==> config.mk <==
export PLATFORM = sky130hd
export DESIGN_NAME = if_stage_fetch
export DESIGN_NICKNAME = d
export VERILOG_FILES = /design/src/rtl/if_stage_fetch.sv
export SDC_FILE = /design/constraint.sdc
export NUM_CORES = 1
export LEC_CHECK = 0
export BUFFER_PORTS_ARGS = -buffer_cell sky130_fd_sc_hd__buf_4
export CORE_ASPECT_RATIO = 0.8
export CORE_MARGIN = 5
export CORE_UTILIZATION = 50
export CTS_CLUSTER_SIZE = 8
export DETAILED_ROUTE_END_ITERATION = 8
export PLACE_DENSITY_LB_ADDON = 0.05
export SLEW_MARGIN = 20
export SYNTH_ARGS = -nofsm -noshare
export SYNTH_HDL_FRONTEND = slang
export SYNTH_SLANG_ARGS = --single-unit
==> constraint.sdc <==
create_clock -name clk -period 4.45 [get_ports clk]
set_clock_uncertainty 0.1 [all_clocks]
set_input_delay 1.1125 -clock clk [delete_from_list [all_inputs] [get_ports clk]]
set_output_delay 1.1125 -clock clk [all_outputs]
set_load 0.03 [all_outputs]
==> src/rtl/if_stage_fetch.sv <==
// Instruction-fetch stage with IF/ID pipeline register.
// Owns the program counter, drives the instruction-memory address, and
// captures the fetched word plus its PC for the decode stage.
//
// Ports:
//   clk            in   core clock, rising-edge
//   reset          in   synchronous active-high reset
//   stall          in   hazard stall; holds PC and IF/ID
//   branch_taken   in   redirect from EX; flushes IF/ID
//   branch_target  in   redirect address (PC_WIDTH)
//   imem_addr      out  instruction-memory address (= PC)
//   imem_rdata     in   instruction word for imem_addr, same cycle
//   if_id_pc       out  PC of the instruction in IF/ID
//   if_id_instruc  out  instruction in IF/ID
//   if_id_valid    out  1 = real instruction, 0 = bubble
//   misalign_err   out  pulse: previous redirect target had low bits set
//   fetch_count    out  instructions loaded into IF/ID since reset
module if_stage_fetch #(
  parameter int unsigned           PC_WIDTH  = 64,
  parameter logic [PC_WIDTH-1:0]   RESET_PC  = '0,
  parameter logic [31:0]           NOP_INSTR = 32'h0000_0013
) (
  input  logic                clk,
  input  logic                reset,
  input  logic                stall,
  input  logic                branch_taken,
  input  logic [PC_WIDTH-1:0] branch_target,
  output logic [PC_WIDTH-1:0] imem_addr,
  input  logic [31:0]         imem_rdata,
  output logic [PC_WIDTH-1:0] if_id_pc,
  output logic [31:0]         if_id_instruc,
  output logic                if_id_valid,
  output logic                misalign_err,
  output logic [31:0]         fetch_count
);

  localparam int unsigned INSTR_BYTES = 4;

  logic [PC_WIDTH-1:0] r_pc;
  logic [PC_WIDTH-1:0] r_if_id_pc;
  logic [31:0]         r_if_id_instruc;
  logic                r_if_id_valid;
  logic                r_misalign_err;
  logic [31:0]         r_fetch_count;

  logic [PC_WIDTH-1:0] w_pc_inc;
  logic [PC_WIDTH-1:0] w_target_aligned;
  logic                w_target_misaligned;

  // Sequential PC, word-aligned redirect target and its misalignment flag.
  assign w_pc_inc            = r_pc + PC_WIDTH'(INSTR_BYTES);
  assign w_target_aligned    = {branch_target[PC_WIDTH-1:2], 2'b00};
  assign w_target_misaligned = (branch_target[1:0] != 2'b00);

  // PC and IF/ID update; priority is reset > redirect > stall > advance.
  always_ff @(posedge clk) begin
    if (reset) begin
      r_pc            <= RESET_PC;
      r_if_id_pc      <= '0;
      r_if_id_instruc <= NOP_INSTR;
      r_if_id_valid   <= 1'b0;
      r_misalign_err  <= 1'b0;
      r_fetch_count   <= '0;
    end else if (branch_taken) begin
      // Redirect overrides stall and inserts a bubble; count is untouched.
      r_pc            <= w_target_aligned;
      r_if_id_pc      <= '0;
      r_if_id_instruc <= NOP_INSTR;
      r_if_id_valid   <= 1'b0;
      r_misalign_err  <= w_target_misaligned;
    end else begin
      r_misalign_err <= 1'b0;
      if (!stall) begin
        r_pc            <= w_pc_inc;
        r_if_id_pc      <= r_pc;
        r_if_id_instruc <= imem_rdata;
        r_if_id_valid   <= 1'b1;
        r_fetch_count   <= r_fetch_count + 32'd1;
      end
    end
  end

  assign imem_addr     = r_pc;
  assign if_id_pc      = r_if_id_pc;
  assign if_id_instruc = r_if_id_instruc;
  assign if_id_valid   = r_if_id_valid;
  assign misalign_err  = r_misalign_err;
  assign fetch_count   = r_fetch_count;

endmodule
**Yosys cells after proc, flatten, opt, wreduce, memory -nomap -nowiden**

Cells that the tools add are included.

- Bits in registers: 194
- Logic and storage cells: 18
- Output and inout bits: 194

- Mux-type cells: 2
- Add/subtract/negate cells: 2
- Bitwise logic cells: 2
- Reduce and logical (&&, ||, !) cells: 4
- Equal/unequal tests: 1

Operator list:

| operator | count |
|---|---|
| 64-bit 2-to-1 mux | 2 |
| 64-bit by 3-bit adder with 64-bit output (second input constant) | 1 |
| 32-bit by 1-bit adder with 32-bit output (second input constant) | 1 |
| 2-bit OR reduction | 2 |
| 2-bit by 1-bit != test with 1-bit output (second input constant) | 1 |
| 1-bit inverter | 2 |
| 2-bit AND reduction | 1 |
| 2-bit nonzero test | 1 |

**Logic depth before layout (Yosys ltp)**

Gate-level depths: netlist (run 1).

- Depth after elaboration: 3
- Mapped depth: 7
- Mapped depth without buffers: 6

**Worst setup path before layout (run 1)**

Ideal clock, no wire load.

- Path kind: input port to flip-flop
- From: in stall
- To: reg r_pc[53], in the netlist imem_addr[53]
- Arrival time: 3132 ps
- Setup time: 91 ps
- Setup slack: 1127 ps
- Path buffers: 1
- Stages on the path: 6
- Cells stage by stage: clkbuf_1 nand3b_1 or4_1 or4_1 or3_1 a311oi_1

- Longest elaborated chain between the ends: 1

Ends and longest elaborated chain:

| element | line | source |
|---|---|---|
| from (decl) | 25 | `input logic stall,` |
| 2-bit by 1-bit != test with 1-bit output (no line) | -- |  |
| to (signal assigned) | 66 | `r_pc <= w_target_aligned;` |
| to (signal assigned) | 74 | `r_pc <= w_pc_inc;` |
| to (decl) | 39 | `logic [PC_WIDTH-1:0] r_pc;` |

Every way passes these cells.
A chain may end at the register's enable or synchronous reset.

**Final worst setup path (run 1)**

- From: in stall
- To: reg r_pc[52], in the netlist imem_addr[52]

Same word-level chain as after synthesis.

==> impl_metrics.prom, run 1 <==
# TYPE chip_impl_metric gauge
chip_impl_metric{name="setup_viol_count_final",unit=""} 0
chip_impl_metric{name="vias",unit=""} 8283
chip_impl_info{name="setup.worst_path.end_class",value="flop"} 1
chip_impl_metric{name="antenna_left",unit=""} 0
chip_impl_metric{name="min_delay_path_depth",unit=""} 2
chip_impl_metric{name="fin_crit",unit="ns"} 3.34
chip_impl_info{name="crit-reg2reg-launch",value="imem_addr[3]$_SDFFE_PP0P_"} 1
chip_impl_metric{name="power.leakage",unit="uW"} 0.00484
chip_impl_metric{name="wl_per_cell",unit="um"} 18.1
chip_impl_metric{name="hold_violations",unit=""} 0
chip_impl_metric{name="fmax",unit="MHz"} 300
chip_impl_info{name="ys_dominant_reg_cell",value="dfxtp_1"} 1
chip_impl_metric{name="tightestPinTransition",unit="ns"} 0.880
chip_impl_metric{name="synthCells",unit=""} 983
chip_impl_metric{name="grt_pass1_vias",unit=""} 7676
chip_impl_metric{name="fin_cells",unit=""} 1472
chip_impl_metric{name="cts_repair_resize_count",unit=""} 0
chip_impl_info{name="synth_area_leaders",value="dfxtp_1 44%, mux2i_1 12%, nor2_1 7.5%"} 1
chip_impl_metric{name="regToRegSetupSlack",unit="ns"} 1.17
chip_impl_metric{name="port_buffers",unit=""} 289
chip_impl_info{name="clock_tree_from_tritoncts",value="done"} 1
chip_impl_metric{name="core_area",unit="sq um"} 16700
chip_impl_metric{name="cp_data_required_time",unit="ns"} 4.69
chip_impl_metric{name="utilization_after_layout",unit="%"} 68.8
chip_impl_metric{name="initial_core_util",unit="%"} 51.5
chip_impl_metric{name="max_transition_viols_final",unit=""} 0
chip_impl_metric{name="post_route_setup_tns",unit="ns"} 0
chip_impl_metric{name="post_synth_instance_area",unit="sq um"} 8600
chip_impl_metric{name="drt_wl_total",unit="mm"} 26.7
chip_impl_metric{name="synth.avg_cell_area",unit="sq um"} 8.75
chip_impl_metric{name="die_x",unit="um"} 157
chip_impl_metric{name="cts.repair_timing.setup_buffer_count",unit=""} 0
chip_impl_metric{name="postSynth.asyncResetShare",unit="%"} 0
chip_impl_metric{name="dp.cells",unit=""} 1440
chip_impl_info{name="synthDominantAreaCellType",value="dfxtp_1"} 1
chip_impl_info{name="rsz0062_at_grt",value="no"} 1
chip_impl_metric{name="cp.arrival",unit="ns"} 3.58
chip_impl_metric{name="critical_path_peak_fanout",unit=""} 39
chip_impl_metric{name="layout-drive-gt1-share",unit="%"} 26.7
chip_impl_metric{name="worst_skew_pair.late_latency",unit="ns"} 0.44
chip_impl_metric{name="placement.setup.worst_slack",unit="ns"} 0.738
chip_impl_metric{name="share_of_synthesized_area_occupied_by_flip_flops_and_latches",unit="%"} 44.2
chip_impl_metric{name="synth_edf_count",unit=""} 0
chip_impl_metric{name="clk_pin_slew_worst_paths",unit="ns"} 0.07
chip_impl_info{name="path_cells",value="buf_6, nor2b_1, nand4_1, or3_1, or4b_2, a311oi_1"} 1
chip_impl_metric{name="power.density_cell_area",unit="nW/um^2"} 345
chip_impl_info{name="clockRootBuffer",value="clkbuf_16"} 1
chip_impl_metric{name="antenna_cells",unit=""} 0
chip_impl_metric{name="drt_pre_antenna_iters",unit=""} 4
chip_impl_metric{name="cap_viol_max_count",unit=""} 0
chip_impl_metric{name="seqCellArea",unit="sq um"} 3800
chip_impl_info{name="critPathSlowestCell",value="or4b_2"} 1
chip_impl_info{name="outcome",value="complete, no violations"} 1
chip_impl_metric{name="global_routing_usage_summed_across_all_routing_layers",unit="%"} 26.0
chip_impl_info{name="holdCritStartpoint",value="if_id_valid$_SDFFE_PP0N_"} 1
chip_impl_metric{name="io-pin-count",unit=""} 294
chip_impl_metric{name="die-height",unit="um"} 127
chip_impl_metric{name="yosys.area.top_type_share",unit="%"} 44.2
chip_impl_info{name="hold_crit_endpoint",value="if_id_valid$_SDFFE_PP0N_"} 1
chip_impl_metric{name="drc",unit=""} 0
chip_impl_metric{name="area_growth_syn_to_layout",unit="%"} 33.6
chip_impl_metric{name="max_stage_delay",unit="ns"} 0.68
chip_impl_info{name="setup.worst_path.class",value="primary input to flop"} 1
chip_impl_metric{name="fin_nets",unit=""} 1341
chip_impl_metric{name="filler_cell_count",unit=""} 1472
chip_impl_metric{name="multi_input_comb_area",unit="sq um"} 4490
chip_impl_info{name="r2r_end",value="imem_addr[52]$_SDFFE_PP0P_"} 1
chip_impl_metric{name="peak_ir_drop_on_the_vdd_network",unit="mV"} 0.283
chip_impl_metric{name="cts_hold_buffers",unit=""} 0
chip_impl_metric{name="layout_worst_path_cycle_share",unit="%"} 75.0
chip_impl_metric{name="first_iter_violations",unit=""} 627
chip_impl_info{name="timing.hold.worst.class",value="flop to flop"} 1
chip_impl_metric{name="cts-root-to-sink-buffers",unit=""} 2
chip_impl_metric{name="setup_ws",unit="ns"} 1.11
chip_impl_metric{name="row_count",unit=""} 42
chip_impl_metric{name="vias_per_cell",unit=""} 5.63
chip_impl_metric{name="r2r.worst_path.cells",unit=""} 6
chip_impl_metric{name="clock_sinks",unit=""} 190
chip_impl_metric{name="dp.final_hpwl",unit="mm"} 19.4
chip_impl_metric{name="synth-seq-cells",unit=""} 190
chip_impl_metric{name="cts.htree.levels",unit=""} 4
chip_impl_metric{name="grt.overflow.total",unit=""} 0
chip_impl_metric{name="post-layout-total-power",unit="uW"} 3970
chip_impl_metric{name="first_pass_grt_wire_length",unit="mm"} 41.7
chip_impl_metric{name="ys_types",unit=""} 49
chip_impl_metric{name="grt_start_max_net_pins",unit=""} 71
chip_impl_metric{name="tritoncts.num_buffers",unit=""} 17
chip_impl_metric{name="total_die_area",unit="sq um"} 19900
chip_impl_metric{name="antenna_found_initial",unit=""} 1
chip_impl_info{name="worstSetupStartpointType",value="primary input"} 1
chip_impl_metric{name="yosysWarningCount",unit=""} 0
chip_impl_metric{name="worst_slew_margin_rel",unit="%"} 40.8
chip_impl_metric{name="globalplace.congestion",unit=""} 0.880
-- final cells by class --
type                       count  share of cell area [%]
sequential                   190                    33.1
clock buffer                  20                    3.80
multi-input combinational    712                    39.0
timing repair buffer         299                    19.7
clock inverter                12                    1.38
tap                          220                    2.39
inverter                      19                   0.621
-- per-layer routing --
layer / wire length (um) / part of all wire [%] / global-route usage (%) / vias up
met5: 7 / 0.026 / 0 / -
met4: 369 / 1.4 / 6.79 / 2
met3: 2830 / 11 / 9.43 / 25
met2: 11800 / 44 / 39.9 / 348
met1: 11700 / 44 / 34.8 / 3880
li1: - / - / - / 4028
-- kinds of logic (layout without fill, tap and decap cells) --
group / count (synthesis) / in the layout / share of synthesized area, %
and+or+nand+nor: 445 / 445 / 25.6
DFF: 190 / 190 / 44.2
muxes: 105 / 105 / 12.2
AOI/OAI and AO/OA: 97 / 97 / 7.75
buffers and inverters: 84 / 350 / 3.87
xor gates and xnor gates: 59 / 59 / 6.01
adders and majority gates: 2 / 2 / 0.291
other: 1 / 4 / 0.0436
-- worst max-delay path, delay by kind of cell --
kind            cells  cell delay (ns)
compound gates      1             0.25
simple gates        4             2.01
buf+inv             1             0.19
-- cells in the final DEF, fill, tap and decap left out, types with 2 or more instances in the layout --
master	n
buf_4	297
dfxtp_1	190
nor2_1	172
mux2i_1	105
nand2_1	50
nand3_1	48
xnor2_1	46
nor4_1	39
nor3_1	28
nand4_1	27
a21oi_1	23
a211oi_1	20
or3_1	19
inv_1	18
clkbuf_16	17
a311oi_1	16
o21ai_0	16
and3_1	14
xor2_1	13
and4_1	10
or4_1	8
and2_1	6
o41ai_1	6
nand2b_1	5
or4b_1	4
conb_1	4
nor2b_1	3
a31oi_1	3
o311a_1	3
clkbuf_1	3
clkinv_2	3
inv_6	3
bufinv_16	3
nand4b_1	2
o22ai_1	2
o31ai_1	2
o31a_1	2
ha_1	2
-- sequential cells by signal, summed over array words and instances, names as in the netlist --
name,cells
imem_addr,62
fetch_count,32
if_id_instruc,32
if_id_valid,1
if_id_pc,62
misalign_err,1
-- power breakdown --
part | internal, uW | total [uW] | switching, uW
combinational | 221 | 522 | 301
sequential | 1760 | 1850 | 92.0
clock | 892 | 1590 | 700
-- worst max-delay path by stage --
stage,start,to,slack (ns),depth (start not counted)
finish,stall,imem_addr[52]$_SDFFE_PP0P_,1.11,6
detailed placement,stall,imem_addr[52]$_SDFFE_PP0P_,0.74,6
CTS,stall,imem_addr[52]$_SDFFE_PP0P_,1.16,6
floorplan,stall,imem_addr[53]$_SDFFE_PP0P_,1.13,6
global route,stall,imem_addr[43]$_SDFFE_PP0P_,0.94,6
global placement,stall,imem_addr[53]$_SDFFE_PP0P_,0.80,6
-- synthesized netlist by cell type, types with 14 or more instances --
cell,count
nor4_1,39
nor2_1,172
a211oi_1,20
xnor2_1,46
a21oi_1,23
nor3_1,28
or3_1,19
nand2_1,51
nand3_1,48
nand4_1,27
inv_1,19
dfxtp_1,190
o21ai_0,16
clkbuf_1,49
mux2i_1,105
and3_1,14
a311oi_1,16
-- metrics by stage --
| stage | instance area [sq um] | hold slack, ns |
|---|---|---|
| final | 11500 | 0.353 |
| after global routing | 11500 | 0.368 |
| after CTS | 11500 | 0.356 |
| after detailed placement | 10900 | 0.345 |
| after global placement | 10900 | 0.334 |
| after floorplan | 8620 | 0.471 |
No activity file was read; power rests on OpenSTA's default activity.
==> inputs of run 2 (changes only) <==
clock period = 3.3 ns   (was 4.45 ns; I/O delays follow)
==> run 2 against run 1 <==
Against the previous run:
- non-clock buffer count is 24 higher
- setup slack worse by 0.64 ns
- wire length increased by 0.14%
- clock power up 31%
- via count rose by 0.94%
- hold slack about the same
- critical path depth is 1 lower
- global-route usage is 0.14 points lower
- sequential cell count stayed put
- count of clock-buffer cells in the layout down 1
- first-iteration DRC count is 8.8% higher
==> impl_metrics.prom, run 2 (synthesized netlist as in run 1, its figures left out) <==
# TYPE chip_impl_metric gauge
chip_impl_metric{name="post_route_setup_tns",unit="ns"} 0
chip_impl_metric{name="power.clock.fraction",unit="%"} 39.4
chip_impl_info{name="clock_tree_from_tritoncts",value="done"} 1
chip_impl_metric{name="dp.final_hpwl",unit="mm"} 19.7
chip_impl_info{name="layout.cells.most_common",value="buf_4"} 1
chip_impl_metric{name="antenna_cells",unit=""} 0
chip_impl_metric{name="placement.setup.worst_slack",unit="ns"} 0.305
chip_impl_info{name="worstSetupStartpointType",value="flop"} 1
chip_impl_metric{name="tritoncts.num_buffers",unit=""} 17
chip_impl_metric{name="r2r.worst_path.cells",unit=""} 5
chip_impl_metric{name="antenna_left",unit=""} 0
chip_impl_metric{name="die-height",unit="um"} 127
chip_impl_metric{name="switching_share",unit="%"} 27.6
chip_impl_metric{name="initial_core_util",unit="%"} 51.5
chip_impl_metric{name="hold_violations",unit=""} 0
chip_impl_metric{name="cts.htree.levels",unit=""} 4
chip_impl_metric{name="core_area",unit="sq um"} 16700
chip_impl_metric{name="fin_nets",unit=""} 1365
chip_impl_metric{name="layout_worst_path_cycle_share",unit="%"} 85.6
chip_impl_info{name="setup.worst_path.end_class",value="flop"} 1
chip_impl_info{name="r2r_end",value="imem_addr[50]$_SDFFE_PP0P_"} 1
chip_impl_metric{name="io-pin-count",unit=""} 294
chip_impl_info{name="setup.worst_path.class",value="flop to flop"} 1
chip_impl_info{name="holdCritStartpoint",value="if_id_valid$_SDFFE_PP0N_"} 1
chip_impl_info{name="mostFrequentLayoutCells",value="320 x buf_4, 190 x dfxtp_1, 172 x nor2_1"} 1
chip_impl_metric{name="first_pass_grt_wire_length",unit="mm"} 41.6
chip_impl_metric{name="vias",unit=""} 8361
chip_impl_metric{name="power.internal",unit="uW"} 3850
chip_impl_metric{name="global_routing_usage_summed_across_all_routing_layers",unit="%"} 25.8
chip_impl_metric{name="cts_repair_resize_count",unit=""} 0
chip_impl_metric{name="power.leakage",unit="uW"} 0.00496
chip_impl_metric{name="drt_pre_antenna_iters",unit=""} 5
chip_impl_metric{name="cap_viol_max_count",unit=""} 0
chip_impl_metric{name="port_buffers",unit=""} 289
chip_impl_metric{name="vias_per_cell",unit=""} 5.59
chip_impl_metric{name="filler_cell_count",unit=""} 1388
chip_impl_metric{name="fin_cells",unit=""} 1495
chip_impl_metric{name="power.density_cell_area",unit="nW/um^2"} 455
chip_impl_info{name="crit-reg2reg-launch",value="imem_addr[4]$_SDFFE_PP0P_"} 1
chip_impl_metric{name="clock_sinks",unit=""} 190
chip_impl_metric{name="grt_pass1_vias",unit=""} 7602
chip_impl_info{name="hold_crit_endpoint",value="if_id_valid$_SDFFE_PP0N_"} 1
chip_impl_metric{name="layout-drive-gt1-share",unit="%"} 28.2
chip_impl_metric{name="area_growth_syn_to_layout",unit="%"} 35.8
chip_impl_metric{name="row_count",unit=""} 42
chip_impl_metric{name="max_transition_viols_final",unit=""} 0
chip_impl_metric{name="antenna_found_initial",unit=""} 1
chip_impl_metric{name="dp.cells",unit=""} 1464
chip_impl_metric{name="cp.arrival",unit="ns"} 3.06
chip_impl_metric{name="tightestPinTransition",unit="ns"} 0.692
chip_impl_metric{name="post-layout-total-power",unit="uW"} 5310
chip_impl_metric{name="placed_area",unit="sq um"} 11100
chip_impl_metric{name="die_x",unit="um"} 157
chip_impl_metric{name="setup_ws",unit="ns"} 0.475
chip_impl_metric{name="drt_wl_total",unit="mm"} 26.7
chip_impl_metric{name="regToRegSetupSlack",unit="ns"} 0.48
chip_impl_metric{name="worst_skew_pair.late_latency",unit="ns"} 0.43
chip_impl_info{name="rsz0062_at_grt",value="no"} 1
chip_impl_metric{name="min_delay_path_depth",unit=""} 2
chip_impl_metric{name="first_iter_violations",unit=""} 682
chip_impl_metric{name="cts-root-to-sink-buffers",unit=""} 2
chip_impl_metric{name="worst_slew_margin_rel",unit="%"} 53.8
chip_impl_metric{name="total_die_area",unit="sq um"} 19900
chip_impl_info{name="outcome",value="complete, no violations"} 1
chip_impl_metric{name="pwr-share-comb",unit="%"} 13.9
chip_impl_metric{name="clk_pin_slew_worst_paths",unit="ns"} 0.07
chip_impl_metric{name="fin_crit",unit="ns"} 2.82
chip_impl_metric{name="cts.repair_timing.setup_buffer_count",unit=""} 0
chip_impl_metric{name="part_of_the_power_in_registers",unit="%"} 46.7
chip_impl_metric{name="grt_start_max_net_pins",unit=""} 95
chip_impl_info{name="clockRootBuffer",value="clkbuf_16"} 1
chip_impl_metric{name="peak_ir_drop_on_the_vdd_network",unit="mV"} 0.353
chip_impl_metric{name="cts_hold_buffers",unit=""} 0
chip_impl_metric{name="globalplace.congestion",unit=""} 0.831
chip_impl_metric{name="netSwitchingPower",unit="uW"} 1460
chip_impl_metric{name="wl_per_cell",unit="um"} 17.9
chip_impl_metric{name="stdcell_area",unit="sq um"} 11700
chip_impl_metric{name="grt.overflow.total",unit=""} 0
chip_impl_metric{name="fmax",unit="MHz"} 354
chip_impl_metric{name="critical_path_peak_fanout",unit=""} 9
chip_impl_metric{name="setup_viol_count_final",unit=""} 0
chip_impl_info{name="timing.hold.worst.class",value="flop to flop"} 1
chip_impl_metric{name="drc",unit=""} 0
chip_impl_metric{name="cp_data_required_time",unit="ns"} 3.53
-- run 2: through the flow --
stage,util (%),hold WS [ns]
floorplan,-,0.471
global placement,66.4,0.335
detailed placement,66.4,0.342
CTS,69.9,0.357
global route,69.9,0.412
finish,69.9,0.353
-- run 2: cell type report --
class	count	area, sq um	area share [%]
flip-flops and latches	190	3800	32.6
inverters	19	71.3	0.610
repair buffers	323	2450	21.0
clock inverters	12	151	1.30
multi-input cells	712	4490	38.4
clock buffers	19	443	3.79
well taps	220	275	2.36
-- run 2: worst max-delay path, cell delays in order, from the launching register on --
cell and delay (ns):
dfxtp_1 0.48, nand4_1 0.19, or4_1 0.65, or4_4 0.54, or4b_1 0.52, a311oi_1 0.25
-- run 2: worst max-delay path by stage --
stage	startpoint	to	slack (ns)	cells past startpoint
after floorplan	stall	imem_addr[53]$_SDFFE_PP0P_	0.26	6
after global placement	stall	imem_addr[43]$_SDFFE_PP0P_	0.33	7
after detailed placement	stall	imem_addr[43]$_SDFFE_PP0P_	0.31	7
after CTS	imem_addr[12]$_SDFFE_PP0P_	imem_addr[50]$_SDFFE_PP0P_	0.53	5
after global routing	imem_addr[4]$_SDFFE_PP0P_	imem_addr[50]$_SDFFE_PP0P_	0.38	5
final	imem_addr[4]$_SDFFE_PP0P_	imem_addr[50]$_SDFFE_PP0P_	0.48	5
-- run 2: power groups by stage --
| stage | Combinational [uW] | Sequential, uW | Clock [uW] |
|---|---|---|---|
| final | 738 | 2480 | 2090 |
| after global routing | 793 | 2490 | 2220 |
| after detailed placement | 740 | 2530 | 0 |
| after floorplan | 267 | 2670 | 0 |
| after CTS | 743 | 2480 | 2120 |
| after global placement | 735 | 2530 | 0 |
-- run 2: per-layer routing --
metal	global-route usage (%)	routed length (um)	vias to the layer above
li1	-	-	4083
met1	35.5	11600	3901
met2	39.5	11900	342
met3	8.72	2780	33
met4	6.12	397	2
met5	0	12	-
==> inputs of run 3 (changes only) <==
ABC_CLOCK_PERIOD_IN_PS = 3300   (was not set)
CELL_PAD_IN_SITES_DETAIL_PLACEMENT = 0   (was not set)
CELL_PAD_IN_SITES_GLOBAL_PLACEMENT = 1   (was not set)
CORE_MARGIN = 8   (was 5)
CORE_UTILIZATION = 37   (was 50)
==> run 3 against run 2 <==
Against the previous run:
- first-iteration DRC count is 23% lower
- via count is 3.2% lower
- clock power is 3% lower
- critical path depth stayed put
- combinational power is 0.9% higher
- total power is 1.1% lower
- fmax is 0.19% higher
- non-clock buffer count is 2 higher
- global-route usage is 5.7 points lower
- final cell count is 6.3% higher
- register-to-register slack hardly changed
==> impl_metrics.prom, run 3 (synthesized netlist as in run 1, its figures left out) <==
# TYPE chip_impl_metric gauge
chip_impl_info{name="outcome",value="complete, no violations"} 1
chip_impl_metric{name="drc",unit=""} 0
chip_impl_metric{name="initial_core_util",unit="%"} 37.2
chip_impl_metric{name="wl_met1",unit="mm"} 13.8
chip_impl_metric{name="grt_pass1_vias",unit=""} 8014
chip_impl_metric{name="core_area",unit="sq um"} 23100
chip_impl_info{name="rsz0062_at_grt",value="no"} 1
chip_impl_info{name="setup.worst_path.class",value="flop to flop"} 1
chip_impl_metric{name="netSwitchingPower",unit="uW"} 1540
chip_impl_metric{name="multi_input_comb_area",unit="sq um"} 4490
chip_impl_metric{name="hold_violations",unit=""} 0
chip_impl_info{name="worstSetupStartpointType",value="flop"} 1
chip_impl_metric{name="min_delay_path_depth",unit=""} 2
chip_impl_metric{name="pwr-share-comb",unit="%"} 14.2
chip_impl_metric{name="total_die_area",unit="sq um"} 28400
chip_impl_metric{name="dp.cells",unit=""} 1558
chip_impl_metric{name="worst_slew_margin_rel",unit="%"} 56.4
chip_impl_metric{name="part_of_the_power_in_registers",unit="%"} 47.2
chip_impl_metric{name="dp.final_hpwl",unit="mm"} 21.2
chip_impl_info{name="r2r_end",value="imem_addr[50]$_SDFFE_PP0P_"} 1
chip_impl_metric{name="globalplace.congestion",unit=""} 0.776
chip_impl_metric{name="power.internal",unit="uW"} 3710
chip_impl_info{name="highest-signal-layer",value="met4"} 1
chip_impl_info{name="timing.hold.worst.class",value="flop to flop"} 1
chip_impl_metric{name="fin_cells",unit=""} 1589
chip_impl_info{name="mostFrequentLayoutCells",value="322 x buf_4, 190 x dfxtp_1, 172 x nor2_1"} 1
chip_impl_info{name="crit-reg2reg-launch",value="imem_addr[9]$_SDFFE_PP0P_"} 1
chip_impl_metric{name="layout_worst_path_cycle_share",unit="%"} 85.4
chip_impl_metric{name="grt_start_max_net_pins",unit=""} 96
chip_impl_metric{name="tightestPinTransition",unit="ns"} 0.654
chip_impl_metric{name="clock_sinks",unit=""} 190
chip_impl_info{name="holdCritStartpoint",value="if_id_valid$_SDFFE_PP0N_"} 1
chip_impl_metric{name="power.clock.fraction",unit="%"} 38.6
chip_impl_metric{name="cap_viol_max_count",unit=""} 0
chip_impl_metric{name="post_route_setup_tns",unit="ns"} 0
chip_impl_metric{name="area_growth_syn_to_layout",unit="%"} 37.0
chip_impl_metric{name="switching_share",unit="%"} 29.4
chip_impl_metric{name="filler_cell_count",unit=""} 2329
chip_impl_metric{name="layout-drive-gt1-share",unit="%"} 28.3
chip_impl_metric{name="tritoncts.num_buffers",unit=""} 17
chip_impl_metric{name="antenna_found_initial",unit=""} 0
chip_impl_metric{name="placement.setup.worst_slack",unit="ns"} 0.143
chip_impl_metric{name="port_buffers",unit=""} 289
chip_impl_metric{name="wl_met3",unit="mm"} 2.21
chip_impl_metric{name="drt_wl_total",unit="mm"} 29.1
chip_impl_metric{name="fin_crit",unit="ns"} 2.82
chip_impl_metric{name="met2_wirelength",unit="mm"} 12.9
chip_impl_metric{name="grt.overflow.total",unit=""} 0
chip_impl_info{name="layout.cells.most_common",value="buf_4"} 1
chip_impl_metric{name="die_x",unit="um"} 186
chip_impl_metric{name="cts.repair_timing.setup_buffer_count",unit=""} 0
chip_impl_metric{name="power.leakage",unit="uW"} 0.00495
chip_impl_metric{name="setup_ws",unit="ns"} 0.481
chip_impl_metric{name="cts_repair_resize_count",unit=""} 0
chip_impl_metric{name="cp.arrival",unit="ns"} 3.06
chip_impl_metric{name="critical_path_peak_fanout",unit=""} 9
chip_impl_metric{name="seqCellArea",unit="sq um"} 3800
chip_impl_metric{name="drt_pre_antenna_iters",unit=""} 5
chip_impl_metric{name="cts-root-to-sink-buffers",unit=""} 2
chip_impl_info{name="hold_crit_endpoint",value="if_id_valid$_SDFFE_PP0N_"} 1
chip_impl_metric{name="first_iter_violations",unit=""} 527
chip_impl_info{name="setup.worst_path.end_class",value="flop"} 1
chip_impl_metric{name="row_count",unit=""} 50
chip_impl_metric{name="antenna_left",unit=""} 0
chip_impl_metric{name="global_routing_usage_summed_across_all_routing_layers",unit="%"} 20.1
chip_impl_info{name="clockRootBuffer",value="clkbuf_16"} 1
chip_impl_metric{name="utilization_after_layout",unit="%"} 50.9
chip_impl_metric{name="regToRegSetupSlack",unit="ns"} 0.48
chip_impl_metric{name="vias",unit=""} 8093
chip_impl_metric{name="antenna_cells",unit=""} 0
chip_impl_metric{name="cts.htree.levels",unit=""} 4
chip_impl_metric{name="r2r.worst_path.cells",unit=""} 5
chip_impl_metric{name="cp_data_required_time",unit="ns"} 3.54
chip_impl_metric{name="io-pin-count",unit=""} 294
chip_impl_metric{name="die-height",unit="um"} 152
chip_impl_metric{name="vias_per_cell",unit=""} 5.09
chip_impl_metric{name="fmax",unit="MHz"} 355
chip_impl_metric{name="power.density_cell_area",unit="nW/um^2"} 446
chip_impl_metric{name="first_pass_grt_wire_length",unit="mm"} 46.4
chip_impl_metric{name="cts_hold_buffers",unit=""} 0
chip_impl_metric{name="max_transition_viols_final",unit=""} 0
chip_impl_metric{name="setup_viol_count_final",unit=""} 0
chip_impl_metric{name="worst_skew_pair.late_latency",unit="ns"} 0.44
chip_impl_info{name="clock_tree_from_tritoncts",value="done"} 1
chip_impl_metric{name="clk_pin_slew_worst_paths",unit="ns"} 0.08
chip_impl_metric{name="peak_ir_drop_on_the_vdd_network",unit="mV"} 0.325
chip_impl_metric{name="wl_per_cell",unit="um"} 18.3
chip_impl_metric{name="fin_nets",unit=""} 1367
run 3: power groups by stage:
| stage | combinational (uW) | clock, uW | sequential, uW |
|---|---|---|---|
| 4_1_cts | 753 | 2090 | 2480 |
| 2_1_floorplan | 267 | 0 | 2670 |
| 6_report | 745 | 2030 | 2480 |
| 5_1_grt | 802 | 2180 | 2500 |
| 3_3_place_gp | 749 | 0 | 2530 |
| 3_5_place_dp | 751 | 0 | 2530 |
run 3: stage by stage:
| step | instance area [sq um] | hold WS, ns | power (uW) |
|---|---|---|---|
| 6_report | 11800 | 0.347 | 5250 |
| 5_1_grt | 11800 | 0.369 | 5480 |
| 4_1_cts | 11800 | 0.351 | 5330 |
| 3_5_place_dp | 11200 | 0.340 | 3280 |
| 3_3_place_gp | 11200 | 0.334 | 3280 |
| 2_1_floorplan | 8620 | 0.471 | 2940 |
run 3: worst max-delay path by stage:
stage	from	to	slack [ns]	cells after the start
after floorplan	stall	imem_addr[53]$_SDFFE_PP0P_	0.26	6
after global placement	stall	imem_addr[43]$_SDFFE_PP0P_	0.22	7
after detailed placement	stall	imem_addr[43]$_SDFFE_PP0P_	0.14	7
after CTS	imem_addr[9]$_SDFFE_PP0P_	imem_addr[50]$_SDFFE_PP0P_	0.48	5
after global routing	imem_addr[9]$_SDFFE_PP0P_	imem_addr[50]$_SDFFE_PP0P_	0.30	5
final	imem_addr[9]$_SDFFE_PP0P_	imem_addr[50]$_SDFFE_PP0P_	0.48	5
run 3: layout make-up:
type | instances | share of cell area, %
multi-input cells | 712 | 38.1
flip-flops and latches | 190 | 32.3
repair buffers | 325 | 20.9
clock buffers | 19 | 3.76
well taps | 312 | 3.31
clock inverters | 12 | 1.04
inverters | 19 | 0.616
run 3: routing by layer:
metal | vias up | track usage (%)
li1 | 4071 | -
met1 | 3789 | 27.4
met2 | 219 | 30.5
met3 | 14 | 6.91
met4 | 0 | 3.85
met5 | - | 0
run 3: critical path: stages, from the launching register on:
cell and delay, ns:
dfxtp_1 0.48, nand2_2 0.13, or4_1 0.72, or4_4 0.53
or4b_1 0.51, a311oi_1 0.24
